<file path="src/rtl/seven_seg_scan_driver.sv">
`default_nettype none
// ============================================================================
// Module   : seven_seg_scan_driver - multiplexed common-anode 7-seg driver
// Revision : 1.0 - double-buffered digit store, tear-free commit, blanking
// ============================================================================
module seven_seg_scan_driver #(
    parameter int NUM_DIGITS   = 8,
    parameter int REFRESH_DIV  = 100000,
    parameter int BLANK_CYCLES = 1000
) (
    input  logic                  clk,
    input  logic                  rst_n,
    input  logic                  wr_en,
    input  logic [3:0]            wr_addr,
    input  logic [3:0]            wr_data,
    input  logic                  wr_dp,
    input  logic                  commit,
    input  logic [NUM_DIGITS-1:0] digit_en,
    output logic [6:0]            seg_n,
    output logic                  dp_n,
    output logic [NUM_DIGITS-1:0] an_n,
    output logic                  commit_pending,
    output logic [3:0]            slot
);

    localparam int                 c_CNT_W     = $clog2(REFRESH_DIV);
    localparam logic [c_CNT_W-1:0] c_TERM      = c_CNT_W'(REFRESH_DIV - 1);
    localparam logic [c_CNT_W-1:0] c_BLANK     = c_CNT_W'(BLANK_CYCLES);
    localparam logic [c_CNT_W-1:0] c_CNT_ONE   = c_CNT_W'(1);
    localparam logic [3:0]         c_LAST_SLOT = 4'(NUM_DIGITS - 1);

    typedef struct packed {
        logic       dp;
        logic [3:0] nib;
    } entry_t;

    logic [c_CNT_W-1:0]    div_cnt_q, div_cnt_d;
    logic [3:0]            slot_q, slot_d;
    logic                  pend_q, pend_d;
    entry_t                shadow_q [NUM_DIGITS];
    entry_t                shadow_d [NUM_DIGITS];
    entry_t                active_q [NUM_DIGITS];
    entry_t                active_d [NUM_DIGITS];
    logic [6:0]            seg_n_q, seg_n_d;
    logic                  dp_n_q, dp_n_d;
    logic [NUM_DIGITS-1:0] an_n_q, an_n_d;

    logic                  w_term;
    logic                  w_wrap;
    logic                  w_blank;
    logic                  w_cur_en;
    logic                  w_lit;
    entry_t                w_cur;

    function automatic logic [6:0] f_decode(input logic [3:0] nib);
        logic [6:0] seg;
        case (nib)
            4'h0:    seg = 7'h01;
            4'h1:    seg = 7'h4F;
            4'h2:    seg = 7'h12;
            4'h3:    seg = 7'h06;
            4'h4:    seg = 7'h4C;
            4'h5:    seg = 7'h24;
            4'h6:    seg = 7'h20;
            4'h7:    seg = 7'h0F;
            4'h8:    seg = 7'h00;
            4'h9:    seg = 7'h04;
            4'hA:    seg = 7'h08;
            4'hB:    seg = 7'h60;
            4'hC:    seg = 7'h31;
            4'hD:    seg = 7'h42;
            4'hE:    seg = 7'h30;
            default: seg = 7'h38;
        endcase
        return seg;
    endfunction

    assign w_term  = (div_cnt_q == c_TERM);
    assign w_wrap  = w_term && (slot_q == c_LAST_SLOT);
    assign w_blank = (div_cnt_q < c_BLANK);

    always_comb begin
        div_cnt_d = div_cnt_q + c_CNT_ONE;
        slot_d    = slot_q;
        if (w_term) begin
            div_cnt_d = '0;
            slot_d    = (slot_q == c_LAST_SLOT) ? 4'd0 : slot_q + 4'd1;
        end
    end

    // Copy reads the pre-edge shadow, so a write on the wrap edge stays shadow-only.
    always_comb begin
        shadow_d = shadow_q;
        active_d = active_q;
        pend_d   = pend_q;
        if (pend_q && w_wrap) begin
            active_d = shadow_q;
            pend_d   = 1'b0;
        end else if (!pend_q && commit) begin
            pend_d = 1'b1;
        end
        for (int i = 0; i < NUM_DIGITS; i++) begin
            if (wr_en && (wr_addr == 4'(i))) begin
                shadow_d[i] = {wr_dp, wr_data};
            end
        end
    end

    always_comb begin
        w_cur    = '0;
        w_cur_en = 1'b0;
        for (int i = 0; i < NUM_DIGITS; i++) begin
            if (slot_q == 4'(i)) begin
                w_cur    = active_q[i];
                w_cur_en = digit_en[i];
            end
        end
    end

    assign w_lit = !w_blank && w_cur_en;

    always_comb begin
        seg_n_d = f_decode(w_cur.nib);
        dp_n_d  = ~w_cur.dp;
        for (int i = 0; i < NUM_DIGITS; i++) begin
            an_n_d[i] = ~(w_lit && (slot_q == 4'(i)));
        end
    end

    always_ff @(posedge clk or negedge rst_n) begin
        if (!rst_n) begin
            div_cnt_q <= '0;
            slot_q    <= '0;
            pend_q    <= 1'b0;
            seg_n_q   <= 7'h7F;
            dp_n_q    <= 1'b1;
            an_n_q    <= '1;
            for (int i = 0; i < NUM_DIGITS; i++) begin
                shadow_q[i] <= '0;
                active_q[i] <= '0;
            end
        end else begin
            div_cnt_q <= div_cnt_d;
            slot_q    <= slot_d;
            pend_q    <= pend_d;
            seg_n_q   <= seg_n_d;
            dp_n_q    <= dp_n_d;
            an_n_q    <= an_n_d;
            for (int i = 0; i < NUM_DIGITS; i++) begin
                shadow_q[i] <= shadow_d[i];
                active_q[i] <= active_d[i];
            end
        end
    end

    assign seg_n          = seg_n_q;
    assign dp_n           = dp_n_q;
    assign an_n           = an_n_q;
    assign commit_pending = pend_q;
    assign slot           = slot_q;

endmodule
`default_nettype wire

</file>
<file path="config.mk">
export PLATFORM = sky130hd
export DESIGN_NAME = seven_seg_scan_driver
export DESIGN_NICKNAME = d
export VERILOG_FILES = /design/src/rtl/seven_seg_scan_driver.sv
export SDC_FILE = /design/constraint.sdc
export NUM_CORES = 1
export LEC_CHECK = 0
export CAP_MARGIN = 20
export CORE_ASPECT_RATIO = 1.2
export CORE_MARGIN = 2
export CORE_UTILIZATION = 53
export DETAILED_ROUTE_END_ITERATION = 8
export PLACE_DENSITY_LB_ADDON = 0.12
export SYNTH_ARGS = -nofsm -noshare
export SYNTH_HDL_FRONTEND = slang
export SYNTH_SLANG_ARGS = --single-unit
</file>
<file path="constraint.sdc">
create_clock -name clk -period 2.13 [get_ports clk]
set_input_delay 0.5325 -clock clk [delete_from_list [all_inputs] [get_ports clk]]
set_output_delay 0.5325 -clock clk [all_outputs]
set_load 0.01 [all_outputs]
</file>
==> flow_metrics.tcl, run 1 <==
set metrics [dict create \
    status "finished with violations" \
    violations "setup timing" \
    clkLatencyLatePin_ps 400 \
    dieHeight_um 116 \
    synth-async-reset-ratio 1.00 \
    avgSynthCellArea_um2 12.9 \
    seq_area_frac_synth 0.537 \
    initial_core_util 0.548 \
    layoutNonFillerInstCount 663 \
    setup_viol 7 \
    cts_tree "yes" \
    cts_buffer_depth 2 \
    placedCellCount 625 \
    end_kind "flop" \
    fin_crit_ps 2230 \
    period_share 1.05 \
    rsz0062_at_grt "true" \
    die_area_um2 11300 \
    synth_nets 460 \
    finalHoldViolCount 0 \
    dp_worst_setup_slack_ps -81.4 \
    core-area_um2 10100 \
    num_rows 40 \
    gp_congestion 0.863 \
    cts_root_buf "clkbuf_16" \
    cts_max_level 4 \
    yosysWarningCount 0 \
    syn2layout_area_growth_pct 28.1 \
    antenna_found_initial 0 \
    cts_sinks 118 \
    grt_max_degree 37 \
    startpoint_type "flop" \
    cts_buffers 17 \
    io_buffers 41 \
    final_layout_size_suffix_gt1_frac 0.395 \
    clock_skew_ps 11.2 \
    slew_headroom 0.703 \
    maxCapViolations 0 \
    wire_per_inst_um 17.8 \
    synth.distinct_cells 51 \
    rr_startpoint "slot[1]" \
    grt-ovfl-total 0 \
    final_antenna_net_count 0 \
    cp-startpoint "slot[1]" \
    max_freq_mhz 449 \
    fillerInstances 728 \
    required_ps 2450 \
    maxSlewViolCount 0 \
    critPathMaxFanout 8 \
    ios 42 \
    worst_slack_ps -96.0 \
    vias 3616 \
    ys_seq_elements 118 \
    grtUsageTotal 0.216 \
    syn_inst 428 \
    first_pass_iters 4 \
    p_leak_nw 3.09 \
    grt_pass1_vias 3701 \
    hold_path_class "primary input to async pin" \
    tightest_slew_ps 446 \
    cp.arrival_ps 2550 \
    place_hpwl_um 8200 \
    drc 0 \
    synthFlopType "dfrtp_1" \
    cts_hold_buf 0 \
    grt_pass1_wl_um 18800 \
    drt-total-wl_um 11800 \
    antenna_cells 0 \
    drt_iter0_markers 141 \
    ir_drop_mv 0.457 \
    worstSetupPathType "flop to flop" \
    viasPerCell 5.45 \
    die_x_um 97.3 \
    clk_pin_slew_ps 50 \
    synth_edf_count 0 \
    powerDensity_nw_per_um2 772 \
    netlist_area_um2 5540 \
    fin_nets 556 \
]
-- layout make-up --
type / count / area, um^2 / share of cell area
clock buffer: 21 / 460 / 0.0649
clock inverter: 11 / 101 / 0.0143
tap: 126 / 158 / 0.0222
timing repair buffer: 97 / 895 / 0.126
multi-input combinational: 281 / 2470 / 0.348
inverter: 9 / 38.8 / 0.00547
sequential: 118 / 2980 / 0.420
-- state kept, by name, indices dropped and copies added (netlist names) --
signal / flops
div_cnt_q: 17
an_n: 8
active_q: 40
slot: 4
seg_n: 7
shadow_q: 40
dp_n: 1
commit_pending: 1
-- synth_stat cells (all sizes together) (3+ instances only) --
cell type,count,area share
nand2b,4,0.0045
nor3b,3,0.0041
o22ai,6,0.0079
buf,16,0.029
dfstp,16,0.076
dfrtp,102,0.46
xor2,7,0.011
a22oi,3,0.0041
nor3,9,0.010
mux2i,7,0.013
nor2b,7,0.0079
clkbuf,4,0.0027
ha,11,0.025
xnor2,8,0.013
nand4,5,0.0056
inv,9,0.0061
nand3b,6,0.0081
a21oi,16,0.014
nand2,32,0.022
nand3,6,0.0054
nor2,24,0.018
a221oi,4,0.0063
and3,4,0.0054
mux2,80,0.19
o21ai,13,0.012
nor4,3,0.0034
-- critical path, stage by stage, from the launching register on --
cell      delay, ps
dfrtp_2         440
inv_4            60
ha_4            190
o31a_1          320
a221oi_2        180
nor3_1           70
o22a_1          270
ha_2            210
and3b_1         150
a221o_1         250
-- report_power, final --
| part | internal [W] | leakage (nW) | total (W) | switching, W |
|---|---|---|---|---|
| Combinational | 0.000185 | 1.32 | 0.000303 | 0.000117 |
| Clock | 0.00166 | 0.265 | 0.00266 | 0.000994 |
| Sequential | 0.00242 | 1.50 | 0.00251 | 0.0000912 |
-- cell usage in the layout (no fill, tap or decap), types with 6 or more instances in the layout --
master	n
dfstp_2	16
nor2b_1	7
nor2_1	23
nor3_1	8
xor2_1	7
clkdlybuf4s50_1	40
dfrtp_1	99
nand3b_1	6
nand2_1	32
clkbuf_16	18
o21ai_0	10
mux2_4	39
buf_4	50
nand3_1	6
a21oi_1	14
mux2_2	41
mux2i_1	7
xnor2_1	8
-- repair_timing --
| action | CTS | global route |
|---|---|---|
| setup buffers | 2 | 2 |
| pin swaps | 8 | 7 |
| resized for setup | 6 | 12 |
| gates cloned | 0 | 2 |
| setup endpoints to repair | 7 | 32 |
-- path summary, 6_finish.rpt --
check,end,slack [ps],cells past startpoint
min,active_q[13],90,1
max reg2reg,seg_n[6],-100,9
max,seg_n[6],-100,9
min reg2reg,div_cnt_q[0],480,1
min in group clk,div_cnt_q[0],480,1
max in group asynchronous,div_cnt_q[13],1450,2
-- metrics by stage --
stage	power (W)	hold WS (ps)	util	cell area, um^2	TNS (ps)
2_1_floorplan	0.00269	237	-	5650	0
3_3_place_gp	0.00283	473	0.635	6420	-190
3_5_place_dp	0.00286	479	0.635	6420	-391
4_1_cts	0.00553	88.4	0.693	7010	-302
5_1_grt	0.00567	110	0.702	7100	-1260
6_report	0.00547	89.4	0.702	7100	-362
-- cells by family after synthesis --
logic type / count (synthesis) / synth area share
flip-flops: 118 / 0.537
AND/OR/NAND/NOR: 115 / 0.111
multiplexers: 88 / 0.206
AO/OA/AOI/OAI: 52 / 0.0599
buffers and inverters: 29 / 0.0380
XOR/XNOR: 15 / 0.0237
adder cells (fa/ha/maj): 11 / 0.0249
-- layer usage --
layer	global-route usage	part of all wire	vias up
met1	0.292	0.46	1842
met5	0	0	-
met3	0.0434	0.029	12
met2	0.351	0.49	50
met4	0.0778	0.014	0
li1	-	-	1712
Power figures use the tool's default switching activity.
==> run 2: changes to the inputs <==
Settings changed: CORE_UTILIZATION 53 to 40, HOLD_SLACK_MARGIN from default to 0.02.
Clock period 2.13 ns to 2.4 ns, I/O delays scaled along.
==> run 2 against run 1 <==
  * The run now ends clean
  * Register-to-register slack improved by 230 ps
  * Clock-buffer cell count fell by 1
  * Cell count rose by 3.0%
  * Final area fell by 2.6%
  * Largest power group unchanged
  * Highest routed layer unchanged
  * Sequential share of layout area rose by 1.1 points
  * Clock power fell by 6%
  * Combinational power fell by 14%
==> flow_metrics.tcl, run 2 (synthesized netlist as in run 1, its figures left out) <==
set metrics [dict create \
    status "finished, final reports clean" \
    clk_pin_slew_ps 60 \
    antenna_found_initial 0 \
    final_layout_size_suffix_gt1_frac 0.348 \
    grt-ovfl-total 0 \
    ios 42 \
    core-area_um2 13600 \
    viasPerCell 5.17 \
    grtUsageTotal 0.174 \
    most-common-layout-cells "dfrtp_1, mux2_2, clkdlybuf4s50_1, mux2_4, nand2_1" \
    grt_max_degree 66 \
    combPwrFrac 0.052 \
    placed_area_um2 6260 \
    initial_core_util 0.406 \
    final_common_cell "dfrtp_1" \
    grt_pass1_vias 3703 \
    drc 0 \
    cts_buffers 17 \
    worstSetupPathType "flop to primary output" \
    layoutNonFillerInstCount 683 \
    die_x_um 111 \
    timing.rr.end "seg_n[6]" \
    drt_iter0_markers 182 \
    fin_nets 531 \
    cp.arrival_ps 1710 \
    finalHoldViolCount 0 \
    cts_buffer_depth 2 \
    vias 3532 \
    crit_buf_inv 2 \
    first_pass_iters 4 \
    end_kind "primary output" \
    cts_tree "yes" \
    cts_sinks 118 \
    p_int_w 0.00391 \
    tightest_slew_ps 400 \
    finalCoreUtilization 0.507 \
    cts_root_buf "clkbuf_16" \
    cts_max_level 4 \
    crit_family "buffers and inverters" \
    sw_frac_of_total 0.215 \
    p_leak_nw 2.97 \
    pwr-share-clk 0.501 \
    io_buffers 41 \
    die_area_um2 14800 \
    p_sw_w 0.00107 \
    fin_crit_ps 2310 \
    period_share 0.964 \
    antenna_cells 0 \
    clkLatencyLatePin_ps 410 \
    slew_headroom 0.733 \
    drt-total-wl_um 11900 \
    powerDensity_nw_per_um2 721 \
    final_antenna_net_count 0 \
    seq_power_share 0.447 \
    maxCapViolations 0 \
    cts_hold_buf 0 \
    cp_slowest_stage_delay_ps 560 \
    startpoint_type "flop" \
    crit_chain "buf_4 -> clkdlybuf4s50_1" \
    top_regs "active_q: 40 flops, shadow_q: 40 flops, div_cnt_q: 17 flops" \
    maxSlewViolCount 0 \
    place_hpwl_um 8420 \
    fin_tns_setup_ps 0 \
    placedCellCount 650 \
    critPathMaxFanout 8 \
    r2r_cells 10 \
    dieHeight_um 133 \
    cp-startpoint "slot[3]" \
    critPathSlowestCell "dfrtp_1" \
    clock_skew_ps 4.43 \
    wire_per_inst_um 17.4 \
    syn2layout_area_growth_pct 24.9 \
    rr_startpoint "slot[0]" \
    ir_drop_mv 0.452 \
    setup_viol 0 \
    num_rows 47 \
    gp_congestion 0.822 \
    crit_cells 2 \
    required_ps 1800 \
    final_cell_area_um2 6910 \
    max_freq_mhz 432 \
    endpoint "slot[3]" \
    grt_pass1_wl_um 19800 \
    regToRegSetupSlack_ps 130 \
    hold_path_class "primary input to async pin" \
]
[run 2: changes by cell type in the layout (fill, tap and decap cells not counted), moves of 2 or more]
cell      before  now
inv_4          2    0
a22oi_1        1    3
clkinv_4       2    0
buf_6          3    1
inv_1          4    7
ha_1           5    9
a22oi_2        2    0
dfrtp_2        3    1
ha_4           4    1
dfrtp_1       99  101
clkbuf_1       2    0
buf_4         50   27
[run 2: worst min-delay path by stage]
stage / start / end / cells after the start
floorplan: rst_n / active_q[0] / 0
global placement: shadow_q[0] / active_q[0] / 1
detailed placement: div_cnt_q[8] / div_cnt_q[8] / 1
CTS: rst_n / div_cnt_q[15] / 2
global route: rst_n / div_cnt_q[15] / 2
finish: rst_n / div_cnt_q[15] / 2
[run 2: per-stage QoR]
step | total power, W | setup WS [ps] | hold slack (ps)
3_3_place_gp | 0.00252 | 105 | 484
5_1_grt | 0.00521 | -41.0 | 192
3_5_place_dp | 0.00253 | 6.40 | 486
6_report | 0.00499 | 85.6 | 180
4_1_cts | 0.00506 | 26.0 | 182
2_1_floorplan | 0.00239 | 13.5 | 304
[run 2: cell type report]
type	instances	area [um^2]
Sequential cell	118	2970
Fill cell	1212	6730
Tap cell	171	214
Timing Repair Buffer	72	694
Clock buffer	20	467
Inverter	9	33.8
Clock inverter	12	126
Multi-Input combinational cell	281	2400
[run 2: timing repair]
item,4_1_cts,5_1_grt
gates resized for setup,1,16
setup endpoints to repair,1,7
pin swaps,0,3
buffers inserted,0,1
[run 2: per-layer routing]
| metal | routed length [um] | GRT usage | share of wire | vias up |
|---|---|---|---|---|
| li1 | - | - | - | 1666 |
| met1 | 5470 | 0.224 | 0.46 | 1767 |
| met2 | 5600 | 0.271 | 0.47 | 78 |
| met3 | 444 | 0.0472 | 0.037 | 21 |
| met4 | 346 | 0.0898 | 0.029 | 0 |
| met5 | 0 | 0 | 0 | - |
[run 2: power groups by stage]
| stage | sequential [W] | combinational, W | clock, W |
|---|---|---|---|
| 2_1_floorplan | 0.00224 | 0.000155 | 0 |
| 5_1_grt | 0.00225 | 0.000293 | 0.00266 |
| 4_1_cts | 0.00223 | 0.000267 | 0.00256 |
| 6_report | 0.00223 | 0.000260 | 0.00250 |
| 3_5_place_dp | 0.00226 | 0.000266 | 0 |
| 3_3_place_gp | 0.00226 | 0.000258 | 0 |
==> run 3: changes to the inputs <==
Settings changed: RECOVER_POWER from default to 50.
==> run 3 against run 2 <==
  * Non-clock buffer count did not move
  * The flow now finishes with violations (capacitance limit, slew limit)
  * Critical endpoint unchanged
  * Clock power barely moved
  * Global-route usage did not move
  * Worst setup slack got worse by 9.0 ps
==> flow_metrics.tcl, run 3 (synthesized netlist as in run 1, its figures left out) <==
set metrics [dict create \
    grt.met2_usage 0.271 \
    clock_skew_ps 4.27 \
    busiest_layer "met2" \
    die_x_um 111 \
    final_cell_area_um2 6880 \
    total_power_w 0.00498 \
    grt_pass1_wl_um 19800 \
    io_buffers 41 \
    clk_pin_slew_ps 50 \
    tightest_slew_ps 1560 \
    p_leak_nw 2.96 \
    hold_end "div_cnt_q[0]" \
    place_hpwl_um 8420 \
    maxCapViolations 1 \
    required_ps 1800 \
    hold_start "div_cnt_q[0]" \
    ios 42 \
    cts_tree "yes" \
    antenna_cells 0 \
    crit_chain "buf_4 -> clkdlybuf4s50_1" \
    dp_worst_setup_slack_ps 6.40 \
    worst_slack_ps 76.6 \
    cts_buffer_depth 2 \
    ir_drop_mv 0.452 \
    cts_buffers 17 \
    min_path_cells 1 \
    use_met1 0.224 \
    initial_core_util 0.406 \
    critPathMaxFanout 8 \
    rr_startpoint "slot[0]" \
    final_layout_size_suffix_gt1_frac 0.346 \
    antenna_found_initial 0 \
    vias 3531 \
    drt_iter0_markers 181 \
    period_share 0.968 \
    crit_family "buffers and inverters" \
    cp.arrival_ps 1720 \
    holdWs_ps 496 \
    placed_area_um2 6260 \
    cp-startpoint "slot[3]" \
    maxSlewViolCount 66 \
    drt-total-wl_um 11900 \
    drc 0 \
    viasPerCell 5.17 \
    worstSetupPathType "flop to primary output" \
    syn2layout_area_growth_pct 24.2 \
    cts_root_buf "clkbuf_16" \
    gp_congestion 0.822 \
    fin_nets 531 \
    critPathSlowestCell "dfrtp_1" \
    cts_max_level 4 \
    max_freq_mhz 430 \
    powerDensity_nw_per_um2 724 \
    core-area_um2 13600 \
    first_pass_iters 4 \
    end_kind "primary output" \
    slew_headroom -0.0424 \
    wire_per_inst_um 17.4 \
    clkLatencyLatePin_ps 410 \
    violations "capacitance limit, slew limit" \
    hold_path_class "flop to flop" \
    cts_sinks 118 \
    startpoint_type "flop" \
    grt_max_degree 66 \
    die_area_um2 14800 \
    fin_crit_ps 2320 \
    num_rows 47 \
    finalHoldViolCount 0 \
    status "finished with violations" \
    r2r_cells 10 \
    regToRegSetupSlack_ps 130 \
    setup_viol 0 \
    crit_buf_inv 2 \
    most-common-layout-cells "dfrtp_1, mux2_2, clkdlybuf4s50_1, mux2_4, nand2_1" \
    grtUsageTotal 0.174 \
    final_common_cell "dfrtp_1" \
    grt-ovfl-total 0 \
    top_regs "active_q: 40 flops, shadow_q: 40 flops, div_cnt_q: 17 flops" \
    dieHeight_um 133 \
    gr-usage-met3 0.0472 \
    grt_pass1_vias 3703 \
    timing.rr.end "seg_n[6]" \
    final_antenna_net_count 0 \
    cp_slowest_stage_delay_ps 570 \
]
## run 3: how the worst max path moves through the flow
stage / end / depth (start not counted)
2_1_floorplan: seg_n[6] / 11
3_3_place_gp: seg_n[5] / 9
3_5_place_dp: seg_n[6] / 10
4_1_cts: seg_n[6] / 9
5_1_grt: seg_n[3] / 11
6_report: slot[3] / 2
## run 3: cell type report
type | instances | area [um^2]
Fill cell | 1217 | 6760
Tap cell | 171 | 214
Clock inverter | 12 | 126
Clock buffer | 20 | 467
Multi-Input combinational cell | 281 | 2400
Timing Repair Buffer | 72 | 661
Sequential cell | 118 | 2970
Inverter | 9 | 33.8
## run 3: per-stage QoR
| stage | std cells | util | TNS (ps) |
|---|---|---|---|
| CTS | 682 | 0.503 | 0 |
| global placement | 650 | 0.459 | 0 |
| floorplan | 428 | - | 0 |
| global route | 683 | 0.504 | -74.0 |
| detailed placement | 650 | 0.459 | 0 |
| finish | 683 | 0.504 | 0 |
## run 3: repair_timing
| item | CTS | global route |
|---|---|---|
| hold buffers | 0 | 0 |
| pin swaps | 0 | 3 |
| setup buffers | 0 | 1 |
| gates cloned | 0 | 0 |
| setup endpoints to repair | 1 | 7 |
| gates resized for setup | 1 | 16 |
## run 3: power by group
group	switching (W)	internal, W	total [W]
registers	0.0000782	0.00215	0.00223
clock network	0.000902	0.00160	0.00250
logic	0.0000969	0.000155	0.000252
total	0.00108	0.00391	0.00498
## run 3: layer usage
layer / up-vias / share of wire
met5: - / 0
met4: 0 / 0.029
met3: 21 / 0.037
met1: 1767 / 0.46
met2: 78 / 0.47
li1: 1665 / -
